<file path="src/rtl/seg7_scan_ctrl.sv">
// Multiplexed refresh controller for a common-anode 7-segment display.
// Each slot is blank gap, lit digit, then one advance cycle; the value is double-buffered on frame wrap.
module seg7_scan_ctrl #(
  parameter int PRESCALE     = 100000,
  parameter int BLANK_CYCLES = 1000,
  parameter int DIGITS       = 8
) (
  input  logic        clk,
  input  logic        rst_n,
  input  logic [31:0] value,
  input  logic [7:0]  dp_mask,
  input  logic [7:0]  digit_en,
  input  logic        load,
  output logic        load_ack,
  output logic [7:0]  anodes,
  output logic [6:0]  segments,
  output logic        dp,
  output logic [2:0]  digit_idx,
  output logic        frame_done
);

  localparam int TMAX = (PRESCALE > BLANK_CYCLES) ? PRESCALE : BLANK_CYCLES;
  localparam int TW   = (TMAX > 1) ? $clog2(TMAX) : 1;
  localparam logic [TW-1:0] PRE_LAST = TW'(PRESCALE - 1);
  localparam logic [TW-1:0] BLK_LAST = TW'(BLANK_CYCLES - 1);
  localparam logic [2:0]    IDX_LAST = 3'(DIGITS - 1);
  localparam logic [3:0]    NDIG     = 4'(DIGITS);

  typedef enum logic [1:0] {
    BLANK   = 2'd0,
    SHOW    = 2'd1,
    ADVANCE = 2'd2
  } state_t;

  state_t         state_r, state_s;
  logic [TW-1:0]  timer_r, timer_s;
  logic [2:0]     idx_r, idx_s;
  logic [31:0]    staging_r, staging_s;
  logic [31:0]    shadow_r, shadow_s;
  logic           pending_r, pending_s;
  logic [7:0]     anodes_s;
  logic [6:0]     segments_s;
  logic           dp_s;
  logic           frame_done_s;
  logic           load_ack_s;
  logic           wrap_s;
  logic           apply_s;
  logic           lit_s;
  logic [31:0]    shifted_s;

  function automatic logic [6:0] hex7(input logic [3:0] nib);
    case (nib)
      4'h0:    hex7 = 7'b1000000;
      4'h1:    hex7 = 7'b1111001;
      4'h2:    hex7 = 7'b0100100;
      4'h3:    hex7 = 7'b0110000;
      4'h4:    hex7 = 7'b0011001;
      4'h5:    hex7 = 7'b0010010;
      4'h6:    hex7 = 7'b0000010;
      4'h7:    hex7 = 7'b1111000;
      4'h8:    hex7 = 7'b0000000;
      4'h9:    hex7 = 7'b0010000;
      4'hA:    hex7 = 7'b0001000;
      4'hB:    hex7 = 7'b0000011;
      4'hC:    hex7 = 7'b1000110;
      4'hD:    hex7 = 7'b0100001;
      4'hE:    hex7 = 7'b0000110;
      4'hF:    hex7 = 7'b0001110;
      default: hex7 = 7'b1111111;
    endcase
  endfunction

  // Next-state, buffer and next-output logic; outputs are derived from the next state so they register on the transition edge.
  always_comb begin
    state_s      = state_r;
    timer_s      = timer_r + TW'(1);
    idx_s        = idx_r;
    anodes_s     = 8'hFF;
    segments_s   = 7'h7F;
    dp_s         = 1'b1;
    case (state_r)
      BLANK: begin
        if (timer_r == BLK_LAST) begin
          state_s = SHOW;
          timer_s = '0;
        end else begin
          state_s = BLANK;
        end
      end
      SHOW: begin
        if (timer_r == PRE_LAST) begin
          state_s = ADVANCE;
          timer_s = '0;
        end else begin
          state_s = SHOW;
        end
      end
      ADVANCE: begin
        state_s = BLANK;
        timer_s = '0;
        idx_s   = (idx_r == IDX_LAST) ? 3'd0 : idx_r + 3'd1;
      end
      default: begin
        state_s = BLANK;
        timer_s = '0;
        idx_s   = 3'd0;
      end
    endcase

    // A load in the wrap cycle lands in staging only; shadow takes the previous staging.
    wrap_s    = (state_r == ADVANCE) && (idx_r == IDX_LAST);
    apply_s   = wrap_s && pending_r;
    staging_s = load ? value : staging_r;
    shadow_s  = apply_s ? staging_r : shadow_r;
    if (load) begin
      pending_s = 1'b1;
    end else if (apply_s) begin
      pending_s = 1'b0;
    end else begin
      pending_s = pending_r;
    end

    lit_s     = (state_s == SHOW) && digit_en[idx_s] && ({1'b0, idx_s} < NDIG);
    shifted_s = shadow_s >> {idx_s, 2'b00};
    if (lit_s) begin
      anodes_s[idx_s] = 1'b0;
    end else begin
      anodes_s = 8'hFF;
    end
    if (state_s == SHOW) begin
      segments_s = hex7(shifted_s[3:0]);
      dp_s       = lit_s ? ~dp_mask[idx_s] : 1'b1;
    end else begin
      segments_s = 7'h7F;
      dp_s       = 1'b1;
    end

    frame_done_s = (state_s == ADVANCE) && (idx_s == IDX_LAST);
    load_ack_s   = frame_done_s && pending_s;
  end

  // State, buffers and registered outputs.
  always_ff @(posedge clk or negedge rst_n) begin
    if (!rst_n) begin
      state_r    <= BLANK;
      timer_r    <= '0;
      idx_r      <= 3'd0;
      staging_r  <= 32'd0;
      shadow_r   <= 32'd0;
      pending_r  <= 1'b0;
      anodes     <= 8'hFF;
      segments   <= 7'h7F;
      dp         <= 1'b1;
      frame_done <= 1'b0;
      load_ack   <= 1'b0;
    end else begin
      state_r    <= state_s;
      timer_r    <= timer_s;
      idx_r      <= idx_s;
      staging_r  <= staging_s;
      shadow_r   <= shadow_s;
      pending_r  <= pending_s;
      anodes     <= anodes_s;
      segments   <= segments_s;
      dp         <= dp_s;
      frame_done <= frame_done_s;
      load_ack   <= load_ack_s;
    end
  end

  assign digit_idx = idx_r;

endmodule

</file>
<file path="config.mk">
export PLATFORM = sky130hd
export DESIGN_NAME = seg7_scan_ctrl
export DESIGN_NICKNAME = d
export VERILOG_FILES = /design/src/rtl/seg7_scan_ctrl.sv
export SDC_FILE = /design/constraint.sdc
export NUM_CORES = 1
export LEC_CHECK = 0
export BUFFER_PORTS_ARGS = -buffer_cell sky130_fd_sc_hd__buf_2
export CAP_MARGIN = 25
export CORE_ASPECT_RATIO = 1.2
export CORE_MARGIN = 5
export CORE_UTILIZATION = 50
export DETAILED_ROUTE_END_ITERATION = 10
export PLACE_DENSITY = 0.7
export SETUP_SLACK_MARGIN = 0.1
export SLEW_MARGIN = 10
export SYNTH_ARGS = -nofsm -noshare
export SYNTH_HDL_FRONTEND = slang
export SYNTH_SLANG_ARGS = --single-unit
</file>
<file path="constraint.sdc">
create_clock -name clk -period 8.5 [get_ports clk]
set_input_delay 0.425 -clock clk [delete_from_list [all_inputs] [get_ports clk]]
set_output_delay 0.425 -clock clk [all_outputs]
set_load 0.01 [all_outputs]
</file>
After elaboration in Yosys (flattened, before gate mapping)

Memories as Yosys holds them, arrays and structs flattened.
Cells that the tools add are included.

Reduce and logical (&&, ||, !) cells: 8
Bitwise operators: 2
Equal/unequal tests: 8
Div/mod/pow operators: 0
Multipliers: 0
Muxes and demuxes: 21
$lt $le $gt $ge: 2
Shift-type cells: 1
$add $sub $neg: 2

Operator list:

| operator                                                          | number |
|---|---|
| two-way mux 17 bit                                                | 2 |
| one-hot mux 17 bit (2 select lines)                               | 1 |
| two-way mux 32 bit                                                | 1 |
| >> shifter 32 x 5 -> 4 bit                                        | 1 |
| adder 17 x 1 -> 17 bit, second input constant                     | 1 |
| == test 17 x 10 -> 1 bit, second input constant                   | 1 |
| == test 17 bit, second input constant                             | 1 |
| two-way mux 1 bit                                                 | 8 |
| two-way mux 8 bit                                                 | 1 |
| inverter 8 bit                                                    | 1 |
| two-way mux 7 bit                                                 | 1 |
| binary-select mux 1 bit (select 3 bit)                            | 2 |
| == test 3 bit, second input constant                              | 2 |
| logical AND 1 bit                                                 | 6 |
| one-hot mux 3 bit (2 select lines)                                | 1 |
| == test 2 x 1 -> 1 bit, second input constant                     | 2 |
| == test 2 bit, second input constant                              | 2 |
| < comparator 3 x 4 -> 1 bit, second input constant                | 1 |
| one-hot mux 2 bit (2 select lines)                                | 1 |
| adder 3 x 1 -> 3 bit, second input constant                       | 1 |
| demux 1 bit (select 3 bit)                                        | 1 |
| greater-or-equal comparator 3 x 1 -> 1 bit, second input constant | 1 |
| two-way mux 3 bit                                                 | 1 |
| logical NOT 2 bit                                                 | 1 |
| 3 further kinds                                                   | 3 |

Memories: 1
Latch bits: 0
Bits in registers: 105
RAM bits: 0
Memory bits (read-only): 112
Logic and storage cells: 56
Input port bits: 51
Output and inout port bits: 21

Memory list:

| memory           | depth | width | read ports | clocked after memory_dff | write ports | RTL line | text |
|---|---|---|---|---|---|---|---|
| (name not given) | 16    | 7     | 1          | 0                        | 0           | 52       | `case (nib)` |

Longest topological paths before layout

Depth in word-level cells: 9
Depth in mapped cells: 16
Mapped depth without buffers: 14

Worst setup path after synthesis

No wires, ideal clock.

Path type: reg2reg
From: reg idx_r[0] (netlist: digit_idx[0])
To: reg segments[3]
Library setup time: 0.077 ns
Buffers on the path: 2
Clock period less this slack: 3.021 ns
Path slack: 5.479 ns
Data required time: 8.423 ns
Data arrival time: 2.944 ns
Cell stages (with the launch flop): 15
Cells stage by stage: dfrtp_1 ha_1 ha_1 nand4b_4 buf_2 buf_2 nand2_1 nand2_1 mux2i_1 o311ai_1 inv_1 ha_1 nand2_1 o21ai_0 a31oi_1

Word-level cells in the longest chain between the ends: 7
Elaborated cells on any way between the ends: 10
Those cells by class: add/sub: 1; eq/ne: 1; shift: 1; mux: 4; reduce/logical: 2; memory: 1

RTL lines:

| element                    | RTL line | text |
|---|---|---|
| start: declaration         | 37       | `logic [2:0] idx_r, idx_s;` |
| start signal: assignment   | 159      | `idx_r <= idx_s;` |
| == test 3 bit              | 111      | `wrap_s = (state_r == ADVANCE) && (idx_r == IDX_LAST);` |
| logical AND 1 bit          | 111      |  |
| logical AND 1 bit          | 112      | `apply_s = wrap_s && pending_r;` |
| two-way mux 32 bit         | 114      | `shadow_s = apply_s ? staging_r : shadow_r;` |
| via shadow_s[29]           | 39       | `logic [31:0] shadow_r, shadow_s;` |
| >> shifter 32 x 5 -> 4 bit | 124      | `shifted_s = shadow_s >> {idx_s, 2'b00};` |
| memory (16 x 7 bit)        | -        |  |
| two-way mux 7 bit          | 130      | `if (state_s == SHOW) begin` |
| via segments_s[3]          | 42       | `logic [6:0] segments_s;` |
| end signal: assignment     | 164      | `segments <= segments_s;` |
| end: declaration           | 16       | `output logic [6:0] segments,` |

The timed path passes the listed nets, and every way through them passes these cells.
A chain may end at the register's enable or synchronous reset.

Final worst setup path

From: reg idx_r[0] (netlist: digit_idx[0])
To: reg segments[3]

Elaborated cells on any way between the ends: 10
Those cells by class: add/sub: 1; eq/ne: 1; shift: 1; mux: 4; reduce/logical: 2; memory: 1

RTL lines:

| element                                               | RTL line | text |
|---|---|---|
| adder 3 x 1 -> 3 bit or == test 3 bit (tied branches) | 101      | `idx_s = (idx_r == IDX_LAST) ? 3'd0 : idx_r + 3'd1;` |
| two-way mux 3 bit *                                   | 101      |  |
| one-hot mux 3 bit (2 select lines) *                  | 81       | `case (state_r)` |
| via idx_s[1]                                          | 37       |  |
| >> shifter 32 x 5 -> 4 bit *                          | 124      |  |
| memory (16 x 7 bit) *                                 | -        |  |
| two-way mux 7 bit *                                   | 130      |  |
| via segments_s[3]                                     | 42       |  |

The timed path passes the listed nets; every way through them passes the cells marked *.

==> metrics.cfg <==
[run_status]
status=completed

[finish]
seqCellArea_mm2=0.00265
drive_above_1_share_pct=30.4
final_common_cell=nand2_1
antenna_cells=0
stdcell_count=643
area_growth_pct=14.9
fill_cells=835
multi_input_area_mm2=0.00207
fin_nets=575
layout_common_cells=nand2_1, dfrtp_1, buf_2, mux2_2, nor2_1
final_area_mm2=0.00563

[sta]
period_needed_ns=3.82
hold-worst-slack_ns=0.00559
final_hold_viol_count=0
setup_violations=0
rsz0062_at_grt=no
fmax_ghz=0.262
setup_tns_ns=0
drv_slew=0
fin_crit_sh_pct=44.9
worst_clock_skew_ns=0.00843
relSlewSlack_pct=36.5
worst_pin_slew_ns=0.952

[synth]
postSynthAreaPerCell_um2=10.8
ys_ff_latch=105
yosysUniqueCellTypes=57
synth_seq_area_share_pct=54.0
postSynthCellCount=452
syn_nets=512
netlist_area_mm2=0.00490
synth_ff_type=dfrtp_1
ys_async_sr_fraction_pct=100
synth-edff-count=0
synth-warning-count=0

[worst_setup_path]
worst_ep_required_time_ns=8.77
worstSetupStartpointType=flop
rr_worst_depth=13
critPathMaxFanout=11
worstSetupPathType=flop to flop
end_kind=flop
arrival_ns=4.09

[clock_network]
cts_setup_buffers=0
clockBufferDepth=2
hold_buffers=0
cts_root_buf=clkbuf_16
cts_tree=done
cts_inserted_buffers=9
path_clk_slew_ns=0.07
clk_latency_ns=0.34
cts_resized=0
cts_sinks=105
cts_htree_levels=3

[placement]
dpl_cell_area_mm2=0.00531
dp_cells=626
io_buffers=71
dp_hpwl_um=7460
place.gp.congestion=0.853

[global_route]
gr-total-overflow=0
grt_max_degree=76
grt_pass1_vias=3695
grt_pass1_wl_um=18200
grt_antenna_before_repair=0
grt_use_total_pct=19.2

[power_and_ir_drop]
p_per_area_mw_per_mm2=174
clockPowerShare_pct=42.1
fin_total_pwr_mw=0.982
intPower_mw=0.770
swShare_pct=21.6
leakage_nw=2.69
vdd_drop_max_mv=0.121
combPwrFrac_pct=4.4
power_frac_seq_pct=53.4
p_switching_mw=0.212

[die]
die_y_um=118
die_width_um=100
core_area_mm2=0.00956
rows=39
ioPinCount=72
start_util_pct=51.3
fp.dieArea_mm2=0.0119

[route]
first_iter_violations=200
antenna_left=0
drc_errors=0
totalWireLength_um=10700
wire_per_inst_um=16.7
dr.pass1.iters=4
vias=3535
via_per_inst=5.50

[min_path]
hp-class=primary input to async pin

[flow_run]
drv_cap=0

synthesized netlist by cell type (all sizes together) (3+ instances only):
library cell  number  area, µm²
nor3              10       50.1
xnor2              4       35.0
and3               7       43.8
a311oi             4       35.0
a31oi              3       18.8
o2111ai            4       35.0
mux2              42        473
o211ai             5       51.3
o221ai             3       26.3
o21ai              3       15.0
nor2b              4       25.0
dfstp             16        420
buf               13       87.6
nand2             93        349
a21oi              7       38.8
nand3             23        115
ha                 9        113
xor2              12        105
mux2i             11        110
inv               17       63.8
dfrtp             89       2230
clkbuf             9       33.8
nor2              28        105
final timing paths:
check                      slack, ns                 startpoint                   endpoint
max                             4.68     digit_idx[0]$_DFF_PN0_      segments[3]$_DFF_PN1_
min                            0.006                      rst_n     shadow_r[27]$_DFF_PN0_
max reg2reg                     4.68     digit_idx[0]$_DFF_PN0_      segments[3]$_DFF_PN1_
min reg2reg                     0.47  staging_r[20]$_DFFE_PN0P_     shadow_r[20]$_DFF_PN0_
max in group asynchronous       7.55                      rst_n        anodes[3]$_DFF_PN1_
min in group clk                0.31                  value[17]  staging_r[17]$_DFFE_PN0P_
power by group through the flow:
stage	Clock [mW]	Sequential [mW]	Combinational, mW
detailed placement	0	0.534	0.0431
global route	0.446	0.526	0.0497
CTS	0.425	0.525	0.0435
floorplan	0	0.530	0.0198
global placement	0	0.534	0.0419
finish	0.414	0.525	0.0436
cells by family (layout without fill, tap and decap cells):
kind of cell | after synthesis | after routing | synth area share, %
AND/OR/NAND/NOR | 184 | 184 | 17.5
flip-flops | 105 | 105 | 54.0
multiplexers | 53 | 53 | 11.9
AO/OA/AOI/OAI | 46 | 46 | 7.71
buffers and inverters | 39 | 107 | 3.78
XOR/XNOR | 16 | 16 | 2.86
adder cells (fa/ha/maj) | 9 | 9 | 2.30
state kept, by name (all words and copies together), names as in the netlist:
name        count
anodes          8
digit_idx       3
dp              1
frame_done      1
load_ack        1
pending_r       1
segments        7
shadow_r       32
staging_r      32
state_r         2
timer_r        17
layout make-up:
type | count | area share [%]
inverters | 17 | 1.13
clock buffers | 11 | 4.13
well taps | 123 | 2.73
multi-input cells | 308 | 36.8
flip-flops and latches | 105 | 47.0
clock inverters | 5 | 1.11
repair buffers | 74 | 7.11
worst max-delay path, cell delays in order, from the launching register on:
cell and delay [ns]:
dfrtp_1 0.45, ha_1 0.33, nor2b_1 0.17, a21oi_1 0.78
inv_2 0.27, nor2_1 0.35, nand2_1 0.09, a21o_1 0.18
o311ai_1 0.23, inv_1 0.20, ha_1 0.36, nand2_1 0.07
o21ai_0 0.09, a31oi_1 0.19
through the flow:
| step | setup WS (ns) | utilization, % |
|---|---|---|
| 5_1_grt | 4.28 | 58.9 |
| 2_1_floorplan | 5.48 | - |
| 6_report | 4.68 | 58.9 |
| 3_3_place_gp | 4.89 | 55.4 |
| 4_1_cts | 4.67 | 58.6 |
| 3_5_place_dp | 4.70 | 55.5 |
layer usage:
layer,GRT usage [%],share of wire (%),vias up
met2,31.0,49,93
met1,24.6,43,1733
met4,6.23,2.5,0
met5,0,0,-
li1,-,-,1689
met3,5.66,5.3,20
Note: power is estimated with default switching activity, not from simulation.
